==> src/rtl/regs_dump_tx.sv <==
// regs_dump_tx: walks registers 0..NREGS-1 and sends each as a UART frame (start, n data bits LSB-first, stop)
//   clk    : system clock, rising edge
//   Reset  : synchronous active-high reset
//   Start  : dump request, sampled while idle
//   Rdata  : register-file read data, combinational on Raddr
//   Raddr  : register-file read address
//   SerOut : serial line, idles high
//   Busy   : dump in progress (FETCH through DONE)
//   Done   : one-cycle pulse at the end of a dump
module regs_dump_tx #(
    parameter int n            = 8,
    parameter int NREGS        = 4,
    parameter int AW           = 2,
    parameter int CLKS_PER_BIT = 4
) (
    input  logic          clk,
    input  logic          Reset,
    input  logic          Start,
    input  logic [n-1:0]  Rdata,
    output logic [AW-1:0] Raddr,
    output logic          SerOut,
    output logic          Busy,
    output logic          Done
);
    localparam int BW = CLKS_PER_BIT > 1 ? $clog2(CLKS_PER_BIT) : 1;
    localparam int NW = n > 1 ? $clog2(n) : 1;

    typedef enum logic [2:0] {IDLE, FETCH, START, DATA, STOP, DONE} state_t;

    state_t        state, state_n;
    logic [AW-1:0] idx, idx_n;
    logic [NW-1:0] bitcnt, bitcnt_n;
    logic [BW-1:0] baud, baud_n;
    logic [n-1:0]  sh, sh_n;
    logic          bit_end;

    always_comb begin
        state_n  = state;
        idx_n    = idx;
        bitcnt_n = bitcnt;
        sh_n     = sh;
        bit_end  = baud == BW'(CLKS_PER_BIT - 1);
        // baud counter only runs inside serial bits and restarts at every bit boundary
        baud_n   = (state inside {START, DATA, STOP}) && !bit_end ? baud + 1'b1 : '0;
        case (state)
            IDLE:  if (Start) state_n = FETCH;
            FETCH: begin
                sh_n    = Rdata;
                state_n = START;
            end
            START: if (bit_end) begin
                state_n  = DATA;
                bitcnt_n = '0;
            end
            DATA:  if (bit_end) begin
                if (bitcnt == NW'(n - 1)) state_n = STOP;
                else begin
                    bitcnt_n = bitcnt + 1'b1;
                    sh_n     = sh >> 1;
                end
            end
            STOP:  if (bit_end) begin
                if (idx == AW'(NREGS - 1)) state_n = DONE;
                else begin
                    idx_n   = idx + 1'b1;
                    state_n = FETCH;
                end
            end
            DONE:  begin
                state_n = IDLE;
                idx_n   = '0;
            end
            default: state_n = IDLE;
        endcase
    end

    // outputs are registered from the next-state values so they line up with the state they describe
    always_ff @(posedge clk) begin
        if (Reset) begin
            state  <= IDLE;
            idx    <= '0;
            bitcnt <= '0;
            baud   <= '0;
            sh     <= '0;
            SerOut <= 1'b1;
            Busy   <= 1'b0;
            Done   <= 1'b0;
            Raddr  <= '0;
        end else begin
            state  <= state_n;
            idx    <= idx_n;
            bitcnt <= bitcnt_n;
            baud   <= baud_n;
            sh     <= sh_n;
            SerOut <= state_n == START ? 1'b0 : state_n == DATA ? sh_n[0] : 1'b1;
            Busy   <= state_n != IDLE;
            Done   <= state_n == DONE;
            Raddr  <= idx_n;
        end
    end
endmodule

==> config.mk <==
export PLATFORM = sky130hd
export DESIGN_NAME = regs_dump_tx
export DESIGN_NICKNAME = d
export VERILOG_FILES = /design/src/rtl/regs_dump_tx.sv
export SDC_FILE = /design/constraint.sdc
export NUM_CORES = 1
export LEC_CHECK = 0
export CAP_MARGIN = 10
export CORE_MARGIN = 1
export CORE_UTILIZATION = 54
export CTS_CLUSTER_DIAMETER = 40
export DETAILED_ROUTE_END_ITERATION = 6
export PLACE_DENSITY = 0.81
export SLEW_MARGIN = 25
export SYNTH_ARGS = -nofsm -noshare
export SYNTH_HDL_FRONTEND = slang
export SYNTH_SLANG_ARGS = --single-unit
export TNS_END_PERCENT = 30
==> constraint.sdc <==
create_clock -name clk -period 2.5 [get_ports clk]
set_clock_uncertainty 0.1 [all_clocks]
set_input_delay 0.375 -clock clk [delete_from_list [all_inputs] [get_ports clk]]
set_output_delay 0.375 -clock clk [all_outputs]
set_load 0.02 [all_outputs]
==> reports/results.ini <==
[status]
status=finished clean

[clock_network]
cts_buffers=3
post_cts_buffers=0
htree_levels=1
clockBufferDepth=2
cts_hold_buffers=0
clkLatencyLatePin_ns=0.29
post_cts_resized=0
cts.sinks=21
cts-root-buf=clkbuf_4
cts_tree=yes
clk_pin_slew_worst_paths_ns=0.11

[route]
num_vias=781
drt-total-wl_mm=1.73
avgViaCountPerCell=5.79
drt-initial-drc-count=12
ant_nets=0
drc=0
first_pass_iters=4
wl_per_cell_um=12.8

[timing]
fin_crit_ns=1.79
slew_headroom=0.709
hold_viol_final=0
grt_setup_unrepaired=no
fmax_ghz=0.557
whs_ns=0.331
finalSetupViolations=0
worst-slew-pin-transition_ns=0.436
drv_slew=0
final.setup.tns_ns=0
period_share=0.718

[grt]
use_met1=0.256
use_met3=0.0250
antenna_found_initial=0
busiest_layer=met2
first_global_vias=717
grt_max_degree=16
overflow=0
grt_pass1_wl_mm=2.90
grt_util_met2=0.334
track_usage=0.203

[die]
start_util=0.604
io-pin-count=16
coreArea_um2=1560
chipHeight_um=43.8
die-area_um2=1920
die_w_um=43.8
rows=14

[synth]
synth_nets=119
ys_types=31
ys_seq_area_frac=0.446
synthCells=104
synth_top_area_frac=0.446
yosysWarnings=0
yosysTopAreaCell=dfxtp_1
syn_area_per_cell_um2=9.06
ys_top_cells_by_area=dfxtp_1, a22oi_1, nor2_1
synth-seq-cells=21
syn_area_um2=942

[worst_setup_path]
regToRegSetupSlack_ns=0.71
crit_type=reg -> reg
required_ns=2.62
cp-end-kind=register
critPathLaunchType=register
cp.arrival_ns=1.92
crit_fanout=3

[power_and_ir_drop]
p_leak_uw=0.000456
powerDensity_nw_per_um2=530
peakVddDrop_v=0.000347

[placed_design]
gp_congestion=0.828
port_buffers=15
hpwlAfterDp_mm=1.34

[run]
drv_cap=0

[cells_and_area]
finalNetCount=135
multi_input_area_um2=478
antenna_cells=0
final_core_util=0.717
drive_above_1_share=0.0588
syn_to_final_growth_pct=18.6
seq_area_um2=420
fillers=132

[min_path]
hp-class=reg -> reg

## cell type report
| class | instances | area share |
|---|---|---|
| multi-input cells | 74 | 0.428 |
| clock buffers | 4 | 0.0235 |
| repair buffers | 16 | 0.141 |
| flip-flops and latches | 21 | 0.376 |
| well taps | 16 | 0.0179 |
| inverters | 4 | 0.0134 |
## routing by layer
layer	wire [um]	vias to the layer above
li1	-	396
met1	802	373
met2	876	10
met3	43	2
met4	9	0
met5	0	-
## power by group
group | switching (uW) | leakage [uW] | internal [uW]
clock network | 94.2 | 0.0000150 | 62.1
registers | 12.2 | 0.000171 | 348
logic | 35.2 | 0.000270 | 39.7
total | 142 | 0.000456 | 450
## sequential cells by signal (all words and copies together) (netlist names)
register	count
sh	8
Busy	1
SerOut	1
baud	2
state	3
Done	1
bitcnt	3
idx	2
## Yosys cell counts
cell,count
clkbuf_1,2
o21a_1,1
or3_1,1
mux2i_1,5
inv_1,4
o32ai_1,1
a31oi_1,1
o211ai_1,1
and4_4,1
nor2_1,14
nor2b_1,2
xor2_1,1
or4_4,1
o21bai_1,1
dfxtp_1,21
nand2b_1,3
nand3_1,1
nor2b_2,1
nor3_1,1
and2_1,2
ha_1,4
a21oi_1,10
and3_1,1
and4_1,1
nand2_1,7
buf_6,1
o21ai_0,1
a21o_1,2
a22oi_1,9
buf_2,2
a211o_1,1
## worst max-delay path: stages, from the launching register on
cell,delay [ns]
dfxtp_1,0.34
ha_1,0.20
ha_1,0.20
and4_4,0.20
or4_4,0.49
a31oi_1,0.19
## final timing paths
kind / startpoint / to / cells past startpoint
min reg2reg: baud[0] / baud[0] / 1
max reg2reg: bitcnt[0] / Busy / 5
max: bitcnt[0] / Busy / 5
min: baud[0] / baud[0] / 1
## cell usage in the layout (no fill, tap or decap)
| cell type | Yosys | routed |
|---|---|---|
| dfxtp_1 | 21 | 21 |
| clkdlybuf4s50_1 | 0 | 15 |
| nor2_1 | 14 | 14 |
| a21oi_1 | 10 | 10 |
| a22oi_1 | 9 | 9 |
| nand2_1 | 7 | 7 |
| mux2i_1 | 5 | 5 |
| inv_1 | 4 | 4 |
| ha_1 | 4 | 4 |
| nand2b_1 | 3 | 3 |
| clkbuf_4 | 0 | 3 |
| nor2b_1 | 2 | 2 |
| and2_1 | 2 | 2 |
| a21o_1 | 2 | 2 |
| and4_4 | 1 | 1 |
| o21bai_1 | 1 | 1 |
| o211ai_1 | 1 | 1 |
| and3_1 | 1 | 1 |
| nor2b_2 | 1 | 1 |
| nand3_1 | 1 | 1 |
| or3_1 | 1 | 1 |
| o32ai_1 | 1 | 1 |
| xor2_1 | 1 | 1 |
| a211o_1 | 1 | 1 |
| o21a_1 | 1 | 1 |
| and4_1 | 1 | 1 |
| or4_4 | 1 | 1 |
| o21ai_0 | 1 | 1 |
| a31oi_1 | 1 | 1 |
| nor3_1 | 1 | 1 |
| clkbuf_1 | 2 | 1 |
| buf_4 | 0 | 1 |
## cells by family after synthesis
| family | share of synthesized area |
|---|---|
| flops | 0.446 |
| simple gates | 0.197 |
| fa+ha+maj | 0.0531 |
| buf+inv | 0.0465 |
| xor+xnor | 0.00930 |
| mux | 0.0531 |
| compound gates | 0.195 |
## through the flow
step	std cells	power (uW)	cell area, um2	setup WS (ns)
after global placement	131	441	1090	0.770
after floorplan	104	412	942	0.788
after detailed placement	131	443	1090	0.732
final	135	592	1120	0.706
after CTS	135	601	1120	0.705
after global routing	135	623	1120	0.642
(Power assumes the default switching activity.)
==> RTL change 1: new RTL, config.mk and constraints unchanged <==
Add an input register stage for `Start` and `Rdata`, without a reset; this delays them by one clock. Comments in the files are not updated.
--- a/src/rtl/regs_dump_tx.sv
+++ b/src/rtl/regs_dump_tx.sv
@@ -27,6 +27,14 @@
 
     typedef enum logic [2:0] {IDLE, FETCH, START, DATA, STOP, DONE} state_t;
 
+    logic Start_q;
+    logic [n-1:0] Rdata_q;
+
+    always_ff @(posedge clk) begin
+        Start_q <= Start;
+        Rdata_q <= Rdata;
+    end
+
     state_t        state, state_n;
     logic [AW-1:0] idx, idx_n;
     logic [NW-1:0] bitcnt, bitcnt_n;
@@ -43,9 +51,9 @@
         // baud counter only runs inside serial bits and restarts at every bit boundary
         baud_n   = (state inside {START, DATA, STOP}) && !bit_end ? baud + 1'b1 : '0;
         case (state)
-            IDLE:  if (Start) state_n = FETCH;
+            IDLE:  if (Start_q) state_n = FETCH;
             FETCH: begin
-                sh_n    = Rdata;
+                sh_n    = Rdata_q;
                 state_n = START;
             end
             START: if (bit_end) begin
Behaviour: not the same (Yosys sat finds a counterexample within 4 cycles, from zero or initial values and one cycle with Reset high).
==> RTL change 1 against the original RTL <==
Sequential cell count is 9 higher; routed wire length is 14% higher; maximum frequency is 0.17% higher; core utilization is 2.0 points lower; clock power is 72% higher; critical endpoint is now Raddr[0]; via count is 12% higher; synthesized area is 27% higher; setup slack better by 0.0030 ns; design area is 26% higher; highest routed layer unchanged; combinational power is 8.5% higher; power is 46% higher; critical path depth is 4 lower.
==> RTL change 1: results (changes against the original RTL) <==
Avg Cell Area, Syn 10.4 um^2 (+15%); pre-CTS setup slack 0.524 ns (-0.208 ns); RD Place Congestion 0.728 (-12%); first-pass GRT wire length 3390 um (+17%); initial antenna violation count 0 (unchanged); CTS buffer count 5 (+2); most frequent cells after synthesis dfxtp_1 (30), nand2_1 (10), nor2_1 (9); Worst-path clk slew 0.08 ns (-0.03 ns); Worst path top cell family by delay buffers and inverters; htree depth 2 (+1); largest registers Rdata_q x8, sh x8; register area share after synthesis 50.0% (+5.4 points); asr flop ratio synth 0% (unchanged); clock buffer depth 2 (unchanged); Most used DFF post-synth dfxtp_1; Clock Latency Late Sink 0.32 ns (+0.03 ns); Lkg Pwr 0.571 nW (+25%); cts repair resizes 0 (unchanged); Critical-path top delay cell clkdlybuf4s50_1; Nets 148 (+9.6%); Hold Crit Class reg2reg; Area contributors post-synth dfxtp_1 (50%), a22oi_1 (4.4%), ha_1 (4.2%), a21oi_1 (3.3%), mux2i_1 (3.3%); Setup Fix Bufs, Post-CTS 0 (unchanged); Distinct cells, synth 35 (+13%); Non-Filler Instances 159 (+18%); fillcell total 170 (+29%); run status finished clean; via/cell ratio 5.50 (-4.9%); layout cells sized above 1 12.9% (+7.0 points); vias in the first global route 813 (+13%); TritonRoute pass-1 iters 5 (+1); yosys warns 0 (unchanged); Max rail drop VDD 0.476 mV (+37%); worst-path fanout max 3 (unchanged); area post-placement 1360 um^2 (+24%); drt initial violations 19 (+7); gr usage total 19.2% (-1.1 points); IO buf count 15 (unchanged); syn_nets 130 (+9.2%); Least-Margin Pin Slew 0.588 ns (+0.152 ns); largest net degree at the start of global routing 17 (+1); CP max stage delay 0.62 ns (+0.13 ns); Antenna Cells 0 (unchanged); estimated wirelength of the detail-placed design 1370 um (+2.4%); clk root buf clkbuf_4; final WL 1980 um (+14%)
-- RTL change 1: power by group --
part	total, mW	internal (mW)	leakage, nW	switching, mW
clock network	0.268	0.126	0.0302	0.142
logic	0.0813	0.0440	0.294	0.0372
registers	0.515	0.498	0.247	0.0169
total	0.865	0.669	0.571	0.196
-- RTL change 1: layer usage --
metal / up-vias / global-route usage [%] / share of wire [%]
li1: 436 / - / -
met1: 405 / 22.7 / 45
met2: 31 / 29.2 / 47
met3: 3 / 8.41 / 6.6
met4: 0 / 10.3 / 1.3
met5: - / 0 / 0
-- RTL change 1: layout make-up --
class / count / area [um^2] / area share [%]
Inverter: 2 / 7.51 / 0.533
Clock buffer: 6 / 51.3 / 3.64
Multi-Input combinational cell: 79 / 566 / 40.1
Tap cell: 27 / 33.8 / 2.40
Sequential cell: 30 / 601 / 42.6
Timing Repair Buffer: 15 / 150 / 10.7
-- RTL change 1: logic make-up (layout without fill, tap and decap cells) --
logic type | count (synthesis) | in the layout | synth area share (%)
compound gates | 29 | 29 | 17.5
xor+xnor | 2 | 2 | 1.46
fa+ha+maj | 4 | 4 | 4.17
buf+inv | 6 | 23 | 2.92
flops | 30 | 30 | 50.0
mux | 4 | 4 | 3.33
simple gates | 40 | 40 | 20.6
-- RTL change 1: path summary, 6_finish.rpt --
| kind | start | end | slack (ns) | depth (start not counted) |
|---|---|---|---|---|
| setup / recovery | idx[0]$_SDFFE_PP0P_ | Raddr[0] | 0.71 | 1 |
| hold / removal | baud[0]$_SDFF_PP0_ | baud[0]$_SDFF_PP0_ | 0.32 | 1 |
| setup reg to reg | baud[0]$_SDFF_PP0_ | idx[0]$_SDFFE_PP0P_ | 0.77 | 5 |
| hold reg to reg | baud[0]$_SDFF_PP0_ | baud[0]$_SDFF_PP0_ | 0.32 | 1 |
==> RTL change 2: new RTL, same flow settings <==
Without the edit above. Set the parameter `n` to 4 (it was 8).
--- a/src/rtl/regs_dump_tx.sv
+++ b/src/rtl/regs_dump_tx.sv
@@ -8,7 +8,7 @@
 //   Busy   : dump in progress (FETCH through DONE)
 //   Done   : one-cycle pulse at the end of a dump
 module regs_dump_tx #(
-    parameter int n            = 8,
+    parameter int n            = 4,
     parameter int NREGS        = 4,
     parameter int AW           = 2,
     parameter int CLKS_PER_BIT = 4
Ports: changed (resized Rdata); port bits go from 16 to 12. The function was not compared with the original's and may differ.
==> RTL change 2 against the original RTL <==
Non-clock buffer count down 4; design area down 18%; routed wire length down 14%; via count down 15%; setup slack better by 0.050 ns; synthesized area down 19%; sequential cell count down 5; register-to-register slack better by 0.21 ns; power down 14%; critical endpoint is now Raddr[0]; largest cell class unchanged.
==> RTL change 2: results (changes against the original RTL) <==
Max-Cap Viols 0 (unchanged); Area contributors post-synth dfxtp_1 (42%), ha_1 (6.5%), nor2_1 (4.9%), nor2b_1 (4.9%), o21ai_0 (3.9%); CP max stage delay 0.61 ns (+0.12 ns); reg2reg start state[0]$_SDFF_PP0_; top-area cell type share of the netlist area 41.8% (-2.9 points); first-pass GRT wire length 2390 um (-17%); Nets 114 (-16%); Critical-path top delay cell clkdlybuf4s50_1; wire length per cell 12.8 um (-0.41%); clk root buf clkbuf_4; Post-Syn Instances 90 (-13%); Distinct cells, synth 30 (-3.2%); Most used DFF post-synth dfxtp_1; Lkg Pwr 0.369 nW (-19%); htree depth 1 (unchanged); cts repair resizes 0 (unchanged); syn_nets 101 (-15%); via/cell ratio 5.70 (-1.5%); fillcell total 115 (-13%); RD Place Congestion 0.741 (-11%); Max rail drop VDD 0.341 mV (-1.6%); TritonRoute pass-1 iters 4 (unchanged); hold_sp baud[0]$_SDFF_PP0_; largest registers sh x4, state x3; Hold Crit Class reg2reg; estimated wirelength of the detail-placed design 1150 um (-14%); drt initial violations 7 (-5); initial antenna violation count 0 (unchanged); worst-path fanout max 3 (unchanged); IO buf count 11 (-4); largest net degree at the start of global routing 14 (-2); Worst-path clk slew 0.09 ns (-0.02 ns); Non-Filler Instances 117 (-13%); CTS buffer count 3 (unchanged); clock buffer depth 2 (unchanged); Antenna Cells 0 (unchanged); layout cells sized above 1 5.88% (unchanged); Setup Fix Bufs, Post-CTS 0 (unchanged); yosys warns 0 (unchanged); register area share after synthesis 41.8% (-2.9 points); Crit. Startpoint idx[0]$_SDFFE_PP0P_; Least-Margin Pin Slew 0.379 ns (-0.0568 ns); Worst path top cell family by delay buffers and inverters; Clock Latency Late Sink between 0.2 and 0.3 ns; pre-CTS setup slack 0.699 ns (-0.0331 ns); Data arrival, critical path 1.27 ns (-0.65 ns); gr usage total 22.9% (+2.5 points); vias in the first global route 576 (-20%); run status finished clean; most frequent cells after synthesis dfxtp_1 (16), nor2_1 (10), nand2_1 (8); asr flop ratio synth 0% (unchanged)
==> RTL change 2: cell types whose count changed after synthesis, moves of 3 or more <==
cell and delta:
a21oi_1 -6, a22oi_1 -7, dfxtp_1 -5, mux2i_1 -3, nor2_1 -4, nor2b_1 +4, o21ai_0 +5
==> RTL change 2: final cells by class <==
class                      count  area share [%]
timing repair buffer          12            12.9
clock buffer                   4            3.97
sequential                    16            35.0
inverter                       3            1.23
multi-input combinational     67            44.9
tap                           15            2.05
==> RTL change 2: worst paths after layout <==
path	to	cells after the start	slack, ns
max reg2reg	SerOut$_SDFF_PP1_	4	0.92
max	Raddr[0]	1	0.76
min reg2reg	baud[0]$_SDFF_PP0_	1	0.36
min	baud[0]$_SDFF_PP0_	1	0.36
==> RTL change 2: per-stage QoR <==
| step | area, um^2 | power [mW] | hold slack, ns |
|---|---|---|---|
| finish | 915 | 0.507 | 0.359 |
| global route | 915 | 0.530 | 0.387 |
| CTS | 915 | 0.510 | 0.361 |
| detailed placement | 878 | 0.345 | 0.342 |
| global placement | 878 | 0.342 | 0.330 |
| floorplan | 767 | 0.319 | 0.321 |
==> RTL change 2: per-layer routing <==
layer	global-route usage [%]	part of all wire, %
met1	27.0	45
met2	40.2	51
met3	5.11	2.8
met4	6.90	0.94
met5	0	0
==> RTL change 2: report_power, final <==
part	internal (mW)	total, mW	leakage [nW]	switching, mW
combinational	0.0309	0.0618	0.217	0.0309
clock	0.0886	0.168	0.0210	0.0791
sequential	0.266	0.277	0.130	0.0112
total	0.386	0.507	0.369	0.121
==> RTL change 2: cells by family (layout without fill, tap and decap cells) <==
family | Yosys count | in the layout | share of synthesized area, %
compound gates | 22 | 22 | 17.8
fa+ha+maj | 4 | 4 | 6.53
simple gates | 39 | 39 | 26.6
mux | 2 | 2 | 2.61
flops | 16 | 16 | 41.8
buf+inv | 7 | 19 | 4.73
